### src/rtl/wb_stage.sv
// Dual-lane writeback stage: in-order result queue that accepts up to two
// execute results per cycle and drains up to two registered regfile writes.
module wb_stage #(
    parameter int unsigned DEPTH = 4,
    parameter int unsigned SID_W = 6
) (
    input  logic             clk,
    input  logic             rst,

    input  logic             inst0_exe_valid_i,
    input  logic [1:0]       inst0_exe_rd_type_i,
    input  logic [4:0]       inst0_exe_rd_i,
    input  logic [63:0]      inst0_exe_value_i,
    input  logic [SID_W-1:0] inst0_exe_sid_i,

    input  logic             inst1_exe_valid_i,
    input  logic [1:0]       inst1_exe_rd_type_i,
    input  logic [4:0]       inst1_exe_rd_i,
    input  logic [63:0]      inst1_exe_value_i,
    input  logic [SID_W-1:0] inst1_exe_sid_i,

    output logic             exe_ready_o,

    output logic             inst0_wb_valid_o,
    output logic [4:0]       inst0_wb_rd_o,
    output logic [63:0]      inst0_wb_value_o,
    output logic             inst1_wb_valid_o,
    output logic [4:0]       inst1_wb_rd_o,
    output logic [63:0]      inst1_wb_value_o,

    output logic             inst0_wb_sid_valid_o,
    output logic [SID_W-1:0] inst0_wb_sid_o,
    output logic             inst1_wb_sid_valid_o,
    output logic [SID_W-1:0] inst1_wb_sid_o
);

    localparam int unsigned PTR_W = $clog2(DEPTH);
    localparam int unsigned CNT_W = PTR_W + 1;

    typedef struct packed {
        logic [1:0]       rd_type;
        logic [4:0]       rd;
        logic [63:0]      value;
        logic [SID_W-1:0] sid;
    } entry_t;

    entry_t           entries [DEPTH];
    logic [PTR_W-1:0] head;
    logic [PTR_W-1:0] tail;
    logic [CNT_W-1:0] count;

    entry_t           lane0;
    entry_t           lane1;
    entry_t           ent_a;
    entry_t           ent_b;
    logic             enq0;
    logic             enq1;
    logic [CNT_W-1:0] enq_n;
    logic [CNT_W-1:0] deq_n;
    logic [PTR_W-1:0] tail_p1;
    logic             wr_a;
    logic             wr_b;
    logic             collide;

    // Readiness looks only at the registered count; a same-cycle drain earns no credit.
    assign exe_ready_o = !rst && (count <= CNT_W'(DEPTH - 2));

    always_comb begin
        lane0   = '{rd_type: inst0_exe_rd_type_i, rd: inst0_exe_rd_i,
                    value: inst0_exe_value_i, sid: inst0_exe_sid_i};
        lane1   = '{rd_type: inst1_exe_rd_type_i, rd: inst1_exe_rd_i,
                    value: inst1_exe_value_i, sid: inst1_exe_sid_i};
        enq0    = exe_ready_o && inst0_exe_valid_i;
        enq1    = exe_ready_o && inst1_exe_valid_i;
        enq_n   = CNT_W'(enq0) + CNT_W'(enq1);
        deq_n   = (count > CNT_W'(2)) ? CNT_W'(2) : count;
        tail_p1 = tail + PTR_W'(1);
        ent_a   = entries[head];
        ent_b   = entries[head + PTR_W'(1)];
        wr_a    = (ent_a.rd_type != 2'd0) && (ent_a.rd != 5'd0);
        wr_b    = (ent_b.rd_type != 2'd0) && (ent_b.rd != 5'd0);
        // Two drained writes to one rd: the younger (port 1) wins.
        collide = (deq_n == CNT_W'(2)) && wr_a && wr_b && (ent_a.rd == ent_b.rd);
    end

    // Result storage; the older lane always lands at tail.
    always_ff @(posedge clk) begin
        if (enq0 || enq1) begin
            entries[tail] <= enq0 ? lane0 : lane1;
        end
        if (enq0 && enq1) begin
            entries[tail_p1] <= lane1;
        end
    end

    always_ff @(posedge clk) begin
        if (rst) begin
            head                 <= '0;
            tail                 <= '0;
            count                <= '0;
            inst0_wb_valid_o     <= 1'b0;
            inst0_wb_rd_o        <= '0;
            inst0_wb_value_o     <= '0;
            inst0_wb_sid_valid_o <= 1'b0;
            inst0_wb_sid_o       <= '0;
            inst1_wb_valid_o     <= 1'b0;
            inst1_wb_rd_o        <= '0;
            inst1_wb_value_o     <= '0;
            inst1_wb_sid_valid_o <= 1'b0;
            inst1_wb_sid_o       <= '0;
        end else begin
            head  <= head + PTR_W'(deq_n);
            tail  <= tail + PTR_W'(enq_n);
            count <= count + enq_n - deq_n;

            inst0_wb_valid_o     <= 1'b0;
            inst0_wb_sid_valid_o <= 1'b0;
            inst1_wb_valid_o     <= 1'b0;
            inst1_wb_sid_valid_o <= 1'b0;

            if (deq_n != CNT_W'(0)) begin
                inst0_wb_valid_o     <= wr_a && !collide;
                inst0_wb_rd_o        <= ent_a.rd;
                inst0_wb_value_o     <= ent_a.value;
                inst0_wb_sid_valid_o <= 1'b1;
                inst0_wb_sid_o       <= ent_a.sid;
            end
            if (deq_n == CNT_W'(2)) begin
                inst1_wb_valid_o     <= wr_b;
                inst1_wb_rd_o        <= ent_b.rd;
                inst1_wb_value_o     <= ent_b.value;
                inst1_wb_sid_valid_o <= 1'b1;
                inst1_wb_sid_o       <= ent_b.sid;
            end
        end
    end

endmodule

### config.mk
export PLATFORM = sky130hd
export DESIGN_NAME = wb_stage
export DESIGN_NICKNAME = d
export VERILOG_FILES = /design/src/rtl/wb_stage.sv
export SDC_FILE = /design/constraint.sdc
export NUM_CORES = 1
export LEC_CHECK = 0
export BUFFER_PORTS_ARGS = -buffer_cell sky130_fd_sc_hd__buf_2
export CAP_MARGIN = 20
export CORE_UTILIZATION = 40
export CTS_BUF_LIST = sky130_fd_sc_hd__clkbuf_16
export CTS_CLUSTER_DIAMETER = 200
export DETAILED_ROUTE_END_ITERATION = 7
export HOLD_SLACK_MARGIN = 0.03
export PLACE_DENSITY = 0.66
export SYNTH_ARGS = -nofsm -noshare
export SYNTH_HDL_FRONTEND = slang
export SYNTH_SLANG_ARGS = --single-unit
export TNS_END_PERCENT = 10
### constraint.sdc
create_clock -name clk -period 15.2 [get_ports clk]
set_clock_uncertainty 0.15 [all_clocks]
set_input_delay 0 -clock clk [delete_from_list [all_inputs] [get_ports clk]]
set_output_delay 0 -clock clk [all_outputs]
set_load 0.005 [all_outputs]
# Word level (Yosys, flattened, before mapping)
# Memory sizes are Yosys's and may differ from the RTL's. A register that Yosys moved wholly into a read port is not among the register bits.
# Cells that the tools add are included.
[word_totals]
reg_bits = 161
ramBits = 308
in_bits = 158
elab_cells = 56
mem_count = 1
[memory_table]
columns = ["memory", "words", "width", "read_ports", "rd_clocked_by_memory_dff", "write_ports", "line_no", "text"]
rows = [
  ["entries", 4, 77, 2, 1, 2, "47", "entry_t entries [DEPTH];"],
]
[op_classes]
addsub = 7
order_cmp = 2
n_eq_ne = 2
n_mux = 9
bitwise = 2
n_reduce_logical = 20
[op_table]
columns = ["operator", "count"]
rows = [
  ["$mux W77", 1],
  ["$logic_and A1 B1 Y1", 10],
  ["$reduce_bool A5 Y1", 2],
  ["$mux W1", 6],
  ["$eq A5 B5 Y1", 1],
  ["$add A2 B1 Y2 const B", 2],
  ["$add A2 B2 Y2", 2],
  ["$reduce_bool A2 Y1", 2],
  ["$reduce_or A2 Y1", 2],
  ["$add A3 B2 Y3", 1],
  ["$eq A3 B2 Y1 const B", 1],
  ["$gt A3 B2 Y1 const B", 1],
  ["$le A3 B2 Y1 const B", 1],
  ["$mux W3", 1],
  ["$reduce_bool A3 Y1", 1],
  ["$sub A3 B3 Y3", 1],
  ["$add A1 B1 Y2", 1],
  ["$logic_not A1 Y1", 2],
  ["$mux W2", 1],
  ["$not A1 Y1", 2],
  ["$logic_or A1 B1 Y1", 1],
]

# Depth between registers and ports, before layout
[depth]
depth_word = 8
depth_mapped = 12
ltp_nobuf = 10

# Least setup slack after synthesis
# Ideal clock, no wire load.
[synth_timing]
kind = "reg-to-reg"
start = "register count[2]"
end = "memory entries[0][0] (netlist bit), enable pin"
t_arrival_ns = 6.789
t_required_ns = 14.425
slack_ns = 7.635
stages_incl_launch_ff = 7
path_buffers = 1
synth_period_minus_slack_ns = 7.565
path_cell_list = "dfxtp_1 > a211oi_2 > and2_1 > buf_4 > inv_2 > ha_1 > o31ai_1"
[synth_lines]
columns = ["element", "line_no", "text"]
rows = [
  ["from (decl)", "50", "logic [CNT_W-1:0] count;"],
  ["from (signal assigned)", "114", "count <= count + enq_n - deq_n;"],
  ["to (decl)", "47", ""],
]

==> results.toml <==
[run_status]
outcome = "complete, no violations"

[detailed_routing]
vias = 15700
drc = 0
viasPerCell = 5.39
avgRoutedWirePerCell_um = 21.6
dr.first_iter.drc_count = 774
wirelength_mm = 62.6
first_pass_iters = 5
ant_nets = 0

[setup_path]
worstSetupPathType = "reg -> reg"
cp_max_fo = 35
critical_path.cell_chain = "a211oi_2 > and2_1 > ha_1 > nand2b_1 > o21ai_4 > buf_4 > buf_4 > mux2_1 > dlygate4sd3_1"
timing.rr.start = "count[2]"
crit_buf_inv = 3
cp_num_cells = 9
endpoint_kind = "flip-flop"
r2r_cells = 9
critPathRequiredTime_ps = 15370
slowest_stage = "buf_4"
cp-startpoint = "count[2]"
endpoint = "entries[3][35]"
critPathArrivalTime_ps = 5070
cp-start-kind = "flip-flop"
crit_family = "buffers and inverters"
worstReg2RegEnd = "entries[3][35]"
reg2reg_slack_ps = 10300
max_stage_delay_ps = 600
critPathMostFrequentCell = "buf_4"

[finish]
layout.cells.non_filler = 2903
fill_cells = 4739
nets = 2274
drive_above_1_share_pct = 26.9
syn_to_final_growth_pct = 27.1
regArea_sq_um = 12500
multi_input_area_sq_um = 9580

[sta]
tns_ps = 0
tightest_slew_ps = 995
min_period_ps = 4900
slew_violations = 0
relSlewSlack_pct = 33.7
setup-violations-final = 0
min_period_over_period_pct = 32.2
fmax_ghz = 0.204
hold_slack_ps = 85.7
final_hold_viol_count = 0
rsz0062_at_grt = "false"

[synth]
synth_edf_count = 308
avgSynthCellArea_sq_um = 14.1
synth_cell_types = 49
yosysWarningCount = 0
netlist_area_sq_um = 22600
yosys.area.top_type = "edfxtp_1"
synth.area.top_cells = "edfxtp_1 (41%), mux2_1 (15%), mux4_2 (15%), dfxtp_1 (14%), nand2_1 (5.0%)"
synth_top_area_share_pct = 40.8
yosys-top-cells-count = "edfxtp_1 (308), mux2_1 (308), nand2_1 (303), dfxtp_1 (161), mux4_2 (152)"
synth-seq-cells = 469
synth_fp_nets = 1771
ys_seq_area_share_pct = 55.1
async_flop_share_pct = 0
syn_inst = 1607
synth_top_flop_cell = "edfxtp_1"

[clock_network]
cts_buffers = 51
cts_resized = 0
cts_sinks = 469
post_cts_buffers = 0
cts-root-buf = "clkbuf_16"
worstSkewPairLatency_ps = 590
ctsLongestPathBuffers = 3
hold_buffers = 233
cts_tree = "built"
clk_pin_slew_ps = 60
ctsHtreeMaxLevel = 2

[power]
ir_drop_mv = 0.112
pwr_density_cell_nw_per_um2 = 168
power_leakage_nw = 10.5

[die]
ios = 313
start_util_pct = 40.8
core_sq_um = 55500
die_h_um = 240
die_w_um = 240
rows = 86
die-area_sq_um = 57600

[global_route]
grt_overflow_total = 0
antenna_found_initial = 4
grt_pass1_vias = 16700
grt_util_all_layers_pct = 21.7
grt_max_degree = 79
grt_pass1_wl_mm = 95.0

[placed_design]
dp_cells = 2570
port_buffers = 312
dpl.hpwl_mm = 37.3
gp_congestion = 0.776

[job]
drv_cap = 0

[hold_path]
hp-class = "in -> reg"
kinds of logic (layout without fill, tap and decap cells):
group / after synthesis / count (layout) / share of synthesized area (%)
mux: 460 / 460 / 30.4
xor+xnor: 22 / 22 / 0.851
compound gates: 168 / 168 / 3.96
other cells: 0 / 3 / 0
fa+ha+maj: 6 / 6 / 0.365
buf+inv: 128 / 673 / 3.03
flops: 469 / 469 / 55.1
simple gates: 354 / 354 / 6.28
worst min path at each step:
stage / slack, ps / start / depth (start not counted) / to
global route: 80 / rst / 3 / inst1_wb_value_o[56]
CTS: 50 / rst / 3 / inst0_wb_value_o[57]
finish: 90 / rst / 3 / inst0_wb_value_o[56]
global placement: 100 / rst / 2 / inst0_wb_value_o[56]
floorplan: 50 / inst0_exe_value_i[4] / 1 / entries[0][10]
detailed placement: 100 / rst / 2 / inst0_wb_value_o[59]
report_power, final:
group	total (mW)	internal, mW	switching (mW)
sequential	1.92	1.72	0.198
combinational	1.72	0.810	0.908
clock	1.19	0.675	0.513
placed cells by master, fill, tap and decap left out, types with 3 or more instances in the layout:
cell / n
buf_2: 311
nand2_1: 303
mux2_1: 308
xnor2_1: 18
nor3b_1: 3
o21ai_4: 4
nor3_1: 5
inv_1: 24
dlygate4sd3_1: 233
nor2b_1: 4
diode_2: 3
mux4_2: 152
xor2_1: 4
clkbuf_16: 56
ha_1: 5
nor2_1: 16
buf_4: 26
clkinv_2: 6
dfxtp_1: 159
nand2b_1: 5
inv_2: 4
a21oi_1: 148
clkinv_1: 5
edfxtp_1: 308
final cells by class:
class	instances	area share, %
clock buffer	56	4.87
clock inverter	39	0.678
inverter	5	0.0652
timing repair buffer	573	14.4
sequential	469	43.4
tap	748	3.25
antenna	3	0.0261
multi-input combinational	1010	33.3
per-stage QoR:
step | util, % | cell area [sq um] | power, mW | worst slack [ps]
after global routing | 51.8 | 28800 | 5.09 | 10100
after detailed placement | 44.6 | 24800 | 3.59 | 10900
final | 51.8 | 28800 | 4.83 | 10300
after global placement | 44.6 | 24800 | 3.56 | 10970
after floorplan | - | 22600 | 3.02 | 7640
after CTS | 51.7 | 28700 | 4.86 | 10350
worst min-delay path: cells and delay by family:
kind / cells / cell delay [ps]
AO/OA/AOI/OAI: 1 / 50
buffers and inverters: 2 / 720
state kept, by name (all words and copies together), names as in the netlist:
register and count:
entries 308, inst0_wb_value_o 64, inst1_wb_value_o 64, inst0_wb_sid_o 6, inst1_wb_sid_o 6, inst0_wb_rd_o 5, inst1_wb_rd_o 5, count 3
head 2, tail 2, inst0_wb_sid_valid_o 1, inst0_wb_valid_o 1, inst1_wb_sid_valid_o 1, inst1_wb_valid_o 1
metal layers:
metal | vias up | track usage [%] | part of all wire, %
li1 | 7106 | - | -
met1 | 8028 | 26.8 | 40
met2 | 436 | 39.3 | 52
met3 | 86 | 3.02 | 4.9
met4 | 0 | 6.43 | 2.1
met5 | - | 0 | 0
Note: power is estimated with default switching activity, not from simulation.
